--- src/rtl/pcoeff_acc_pkg.sv ---
// Shared widths and defaults for the multi-channel pcoeff accumulator and its result FIFO.
package pcoeff_acc_pkg;

  localparam int DEF_MAX_CONNECT = 35;
  localparam int DEF_COUNT_WIDTH = 13;
  localparam int CONNECT_W       = 6;

  function automatic int ch_width(input int channels);
    return (channels > 1) ? $clog2(channels) : 1;
  endfunction

  function automatic int sum_width(input int count_width, input int max_connect);
    return count_width + max_connect + 1;
  endfunction

  // Result entry layout, MSB first: {channel, sum, count, error}.
  function automatic int entry_width(input int ch_w, input int sum_w, input int count_w);
    return ch_w + sum_w + count_w + 1;
  endfunction

endpackage

--- src/rtl/pcoeff_result_fifo.sv ---
// Closed-batch result FIFO: power-of-two depth, registered full/empty flags.
module pcoeff_result_fifo #(
  parameter int WIDTH = 8,
  parameter int DEPTH = 4
) (
  input  logic             clk,
  input  logic             rst,
  input  logic             push,
  input  logic             pop,
  input  logic [WIDTH-1:0] wdata,
  output logic [WIDTH-1:0] rdata,
  output logic             full,
  output logic             empty
);

  localparam int AW  = $clog2(DEPTH);
  localparam int UW  = AW + 1;

  logic [WIDTH-1:0] mem_q [DEPTH];
  logic [AW-1:0]    wr_ptr_q, wr_ptr_d, rd_ptr_q, rd_ptr_d;
  logic [UW-1:0]    used_q, used_d;
  logic             full_q, full_d, empty_q, empty_d;
  logic             do_push, do_pop;

  always_comb begin
    do_push  = push && !full_q;
    do_pop   = pop && !empty_q;
    // Pointers wrap for free because DEPTH is a power of two.
    wr_ptr_d = wr_ptr_q + AW'(do_push);
    rd_ptr_d = rd_ptr_q + AW'(do_pop);
    used_d   = used_q + UW'(do_push) - UW'(do_pop);
    full_d   = (used_d == UW'(DEPTH));
    empty_d  = (used_d == '0);
  end

  always_ff @(posedge clk or posedge rst) begin
    if (rst) begin
      wr_ptr_q <= '0;
      rd_ptr_q <= '0;
      used_q   <= '0;
      full_q   <= 1'b0;
      empty_q  <= 1'b1;
    end else begin
      // NOTE: sequential state uses non-blocking assignments so every flop samples pre-edge values.
      wr_ptr_q <= wr_ptr_d;
      rd_ptr_q <= rd_ptr_d;
      used_q   <= used_d;
      full_q   <= full_d;
      empty_q  <= empty_d;
    end
  end

  // NOTE: storage is deliberately not reset; the pointers alone define which entries are valid.
  always_ff @(posedge clk) begin
    if (do_push) mem_q[wr_ptr_q] <= wdata;
  end

  assign rdata = mem_q[rd_ptr_q];
  assign full  = full_q;
  assign empty = empty_q;

endmodule

--- src/rtl/multi_channel_pcoeff_accumulator.sv ---
// Per-channel accumulation of 2^connect_count into batches, closed batches queued in a FIFO.
// Optional macro PCOEFF_ACC_RANGE_CHECK_EN rejects counts above MAX_CONNECT from the sum.
module multi_channel_pcoeff_accumulator
  import pcoeff_acc_pkg::*;
#(
  parameter int CHANNELS    = 2,
  parameter int COUNT_WIDTH = DEF_COUNT_WIDTH,
  parameter int MAX_CONNECT = DEF_MAX_CONNECT,
  parameter int FIFO_DEPTH  = 4,
  localparam int CH_W  = ch_width(CHANNELS),
  localparam int SUM_W = sum_width(COUNT_WIDTH, MAX_CONNECT)
) (
  input  logic                   clk,
  input  logic                   rst,
  input  logic                   in_valid,
  output logic                   in_ready,
  input  logic [CH_W-1:0]        in_channel,
  input  logic [CONNECT_W-1:0]   in_connect_count,
  input  logic                   in_last,
  output logic                   out_valid,
  input  logic                   out_ready,
  output logic [CH_W-1:0]        out_channel,
  output logic [SUM_W-1:0]       out_sum,
  output logic [COUNT_WIDTH-1:0] out_count,
  output logic                   out_error,
  output logic                   err_sticky
);

  localparam int EW = entry_width(CH_W, SUM_W, COUNT_WIDTH);

  logic [SUM_W-1:0]       sum_q   [CHANNELS];
  logic [SUM_W-1:0]       sum_d   [CHANNELS];
  logic [COUNT_WIDTH-1:0] count_q [CHANNELS];
  logic [COUNT_WIDTH-1:0] count_d [CHANNELS];
  logic [CHANNELS-1:0]    err_q, err_d;
  logic                   err_sticky_q, err_sticky_d;

  logic                   ch_ok, accept, range_bad, push;
  logic [SUM_W-1:0]       contrib, new_sum;
  logic [COUNT_WIDTH-1:0] new_count;
  logic                   new_err;
  logic [EW-1:0]          push_entry, head_entry;
  logic                   fifo_full, fifo_empty;

  always_comb begin
    sum_d        = sum_q;
    count_d      = count_q;
    err_d        = err_q;
    new_sum      = '0;
    new_count    = '0;
    new_err      = 1'b0;
    ch_ok        = (int'(in_channel) < CHANNELS);
    accept       = in_valid && in_ready && ch_ok;
`ifdef PCOEFF_ACC_RANGE_CHECK_EN
    range_bad    = (int'(in_connect_count) > MAX_CONNECT);
`else
    range_bad    = 1'b0;
`endif
    // A shift past SUM_W yields zero, so oversized counts without the check add nothing.
    contrib      = range_bad ? '0 : (SUM_W'(1) << in_connect_count);

    for (int c = 0; c < CHANNELS; c++) begin
      if (in_channel == CH_W'(c)) begin
        new_sum   = sum_q[c] + contrib;
        new_count = count_q[c] + 1'b1;
        new_err   = err_q[c] | range_bad;
        if (accept) begin
          sum_d[c]   = in_last ? '0 : new_sum;
          count_d[c] = in_last ? '0 : new_count;
          err_d[c]   = in_last ? 1'b0 : new_err;
        end
      end
    end

    push         = accept && in_last;
    push_entry   = {in_channel, new_sum, new_count, new_err};
    err_sticky_d = err_sticky_q | (in_valid && !ch_ok) | (accept && range_bad);
  end

  always_ff @(posedge clk or posedge rst) begin
    if (rst) begin
      for (int c = 0; c < CHANNELS; c++) begin
        sum_q[c]   <= '0;
        count_q[c] <= '0;
      end
      err_q        <= '0;
      err_sticky_q <= 1'b0;
    end else begin
      sum_q        <= sum_d;
      count_q      <= count_d;
      err_q        <= err_d;
      err_sticky_q <= err_sticky_d;
    end
  end

  pcoeff_result_fifo #(
    .WIDTH (EW),
    .DEPTH (FIFO_DEPTH)
  ) u_fifo (
    .clk   (clk),
    .rst   (rst),
    .push  (push),
    .pop   (out_valid && out_ready),
    .wdata (push_entry),
    .rdata (head_entry),
    .full  (fifo_full),
    .empty (fifo_empty)
  );

  // Head fields are masked while empty so unreset storage never leaks to the outputs.
  assign out_valid  = !fifo_empty;
  assign in_ready   = !fifo_full;
  assign err_sticky = err_sticky_q;
  assign {out_channel, out_sum, out_count, out_error} = out_valid ? head_entry : '0;

endmodule

--- config.mk ---
export PLATFORM = sky130hd
export DESIGN_NAME = multi_channel_pcoeff_accumulator
export DESIGN_NICKNAME = d
export VERILOG_FILES = /design/src/rtl/pcoeff_acc_pkg.sv /design/src/rtl/pcoeff_result_fifo.sv /design/src/rtl/multi_channel_pcoeff_accumulator.sv
export SDC_FILE = /design/constraint.sdc
export NUM_CORES = 1
export LEC_CHECK = 0
export ABC_CLOCK_PERIOD_IN_PS = 11040
export CAP_MARGIN = 40
export CORE_MARGIN = 2
export CORE_UTILIZATION = 60
export DETAILED_ROUTE_END_ITERATION = 12
export HOLD_SLACK_MARGIN = 0.12
export PLACE_DENSITY = 0.78
export SLEW_MARGIN = 20
export SYNTH_ARGS = -nofsm -noshare
export SYNTH_HDL_FRONTEND = slang
export SYNTH_SLANG_ARGS = --single-unit
--- constraint.sdc ---
create_clock -name clk -period 11.04 [get_ports clk]
set_input_delay 2.76 -clock clk [delete_from_list [all_inputs] [get_ports clk]]
set_output_delay 2.76 -clock clk [all_outputs]
set_load 0.03 [all_outputs]
==> flow_summary.ini <==
[synth]
syn-cell-area_mm2 = 0.0225
synth-edff-count = 252
ys.flop_type = edfxtp_1
synth.ff_latch_count = 385
syn_inst = 2070
ys_types = 86
async_reset_ff_share_pct = 34.5
syn_area_per_cell_um2 = 10.9
ys_seq_area_share_pct = 48.4
ys_warn_count = 0

[critical_path]
timing.rr.start = sum_q[14]
crit_chain = clkdlybuf4s50_1 > nand2_1 > nor4b_1 > ha_1 > nand3_1 > nor2_1 > o211ai_1 > a221oi_1 > o211ai_1 > a2111oi_2 > nor2_1 > o21ai_1 > a221oi_1 > xnor2_1 > mux2_2
crit_path_end_kind = register
startpoint = in_connect_count[0]
path_class = primary input to register
critical_path.max_fanout = 22
start_kind = primary input
cp.arrival_ps = 8080
worstPathRequired_ps = 11340
critical-path-max-stage-delay_ps = 1010
cpMaxStageDelayCell = clkdlybuf4s50_1
regToRegSetupSlack_ps = 7020

[cts]
clk_latency_ps = 580
clockBufferDepth = 3
cts-root-buf = clkbuf_16
post_cts_resized = 0
htreeDepth = 2
clkSinkCount = 385
hold_buffers = 0
clkTransAtPathRegs_ps = 60
postCtsSetupBuffers = 0
cts_tree = yes
numCtsBuffers = 40

[hold_path]
hold_class = register to register
hp-start = sum_q[71]

[sta]
rsz0062_at_grt = no
final_hold_viol_count = 0
clock.fmax_ghz = 0.128
finalCriticalPeriod_ps = 7780
timing.final.max_slew_violations = 0
setup_viol = 0
max_slew_margin_pct = 42.6
tightest_slew_ps = 861
fin_ws_ps = 3260
finClkSkew_ps = 26.3
fin_crit_sh_pct = 70.5
setup_tns_ps = 0

[route]
via_per_inst = 6.69
first_pass_iters = 6
drtAntennaViolNets = 0
vias = 17355
drc = 0
wl_per_cell_um = 24.8
wl_um = 64500
drt-initial-drc-count = 1849

[grt]
grt_overflow = 0
grt_usage_pct = 33.6
grt_pass1_wl_um = 98900
grt_pass1_vias = 16835
antenna_found_initial = 0
grt_max_degree = 68

[finish]
syn2layout_area_growth_pct = 11.5
drive_gt1_share_pct = 10.8
layout_commonest_cell = edfxtp_1
layout.nets = 2193
mostFrequentLayoutCells = 252 x edfxtp_1, 200 x nand2_1, 142 x o21ai_0

[place]
gp_congestion = 1.02
pre_cts_slack_ps = 2900
place_hpwl_um = 44700
port_buffers = 76

[power_and_ir_drop]
p_leak_nw = 9.90
total_power_mw = 4.74
irDropWorstVdd_uv = 110
p_per_area_mw_per_mm2 = 189

[floorplan]
die_area_mm2 = 0.0391
start_util_pct = 61.2
fp-row-count = 70
dieHeight_um = 198
die_x_um = 198
ios = 79
core_area_mm2 = 0.0368

[job]
maxCapViolations = 0

[outcome]
status = complete, no violations
==> synth_stat cells (8+ instances only) <==
master    instances  area share [%]
clkbuf_1        107             1.8
nand3_1          52             1.2
nor2_1          126             2.1
a31oi_1          18            0.50
o21ai_0         142             3.2
mux2_2           28             1.4
o21a_1           14            0.47
buf_1            10            0.17
o31ai_1          15            0.50
maj3_1            9            0.40
or2_2             9            0.25
inv_1            44            0.73
a21oi_1         128             2.8
and2_1           76             2.1
nand4_1          17            0.47
nand2b_1         11            0.31
o211ai_1         16            0.53
or3_1             9            0.25
a41oi_1           9            0.35
mux2i_1           9            0.40
dfrtp_1         132              15
mux4_2           63             6.3
nor3_1           33            0.73
nand2_1         202             3.4
edfxtp_1        252              34
xor2_1           44             1.7
o21bai_1         20            0.67
nor2b_1          14            0.39
a21o_1           56             1.9
a22o_1           60             2.3
ha_1             86             4.8
xnor2_1          98             3.8
o22ai_1           8            0.22
and3_1           33            0.92
==> final timing paths <==
kind                                  endpoint  cells past startpoint
min                                  sum_q[71]                      2
max reg2reg                u_fifo.mem_q[1][54]                     11
max in group asynchronous            sum_q[76]                      3
min reg2reg                          sum_q[71]                      2
min in group asynchronous   u_fifo.wr_ptr_q[1]                      2
max                        u_fifo.mem_q[2][59]                     15
==> state kept, by name (all words and copies together), names as in the netlist <==
register / count
u_fifo.used_q: 3
u_fifo.mem_q: 252
sum_q: 98
u_fifo.full: 1
u_fifo.empty: 1
u_fifo.wr_ptr_q: 2
u_fifo.rd_ptr_q: 2
count_q: 26
==> worst max-delay path: cells and delay by family <==
| family | cells | cell delay (ps) |
|---|---|---|
| compound gates | 6 | 1770 |
| xor+xnor | 1 | 180 |
| fa+ha+maj | 1 | 340 |
| buf+inv | 1 | 1010 |
| mux | 1 | 320 |
| simple gates | 5 | 1670 |
==> metrics by stage <==
step / cells / instance area (um^2) / utilization (%) / hold WS, ps
finish: 2595 / 25100 / 68.2 / 492
global route: 2594 / 25100 / 68.2 / 515
CTS: 2593 / 25100 / 68.2 / 494
floorplan: 2071 / 22500 / - / 455
detailed placement: 2519 / 23700 / 64.6 / 481
global placement: 2510 / 23600 / 64.1 / 471
==> logic make-up after synthesis <==
group | synth area share (%)
xor+xnor | 5.52
simple gates | 13.2
flops | 48.4
fa+ha+maj | 5.27
mux | 8.10
compound gates | 16.5
other cells | 0.0167
buf+inv | 2.93
==> per-layer routing <==
layer	vias up	track usage [%]	wire [um]
met3	118	6.54	6210
met2	907	51.3	29000
li1	7794	-	-
met5	-	0	0
met4	0	10.3	1720
met1	8536	48.9	27500
==> final cells by class <==
cell class	instances	area, um^2
clock inverter	16	176
antenna	1	2.50
multi-input combinational	1516	11000
clock buffer	58	1160
sequential	385	10900
timing repair buffer	107	1110
inverter	44	170
tap	468	586
fill	2617	11700
==> power breakdown <==
group / internal [mW] / total, mW / switching [mW]
registers: 1.70 / 1.80 / 0.100
clock network: 0.785 / 1.36 / 0.580
logic: 0.678 / 1.57 / 0.893
(Power assumes the default switching activity.)
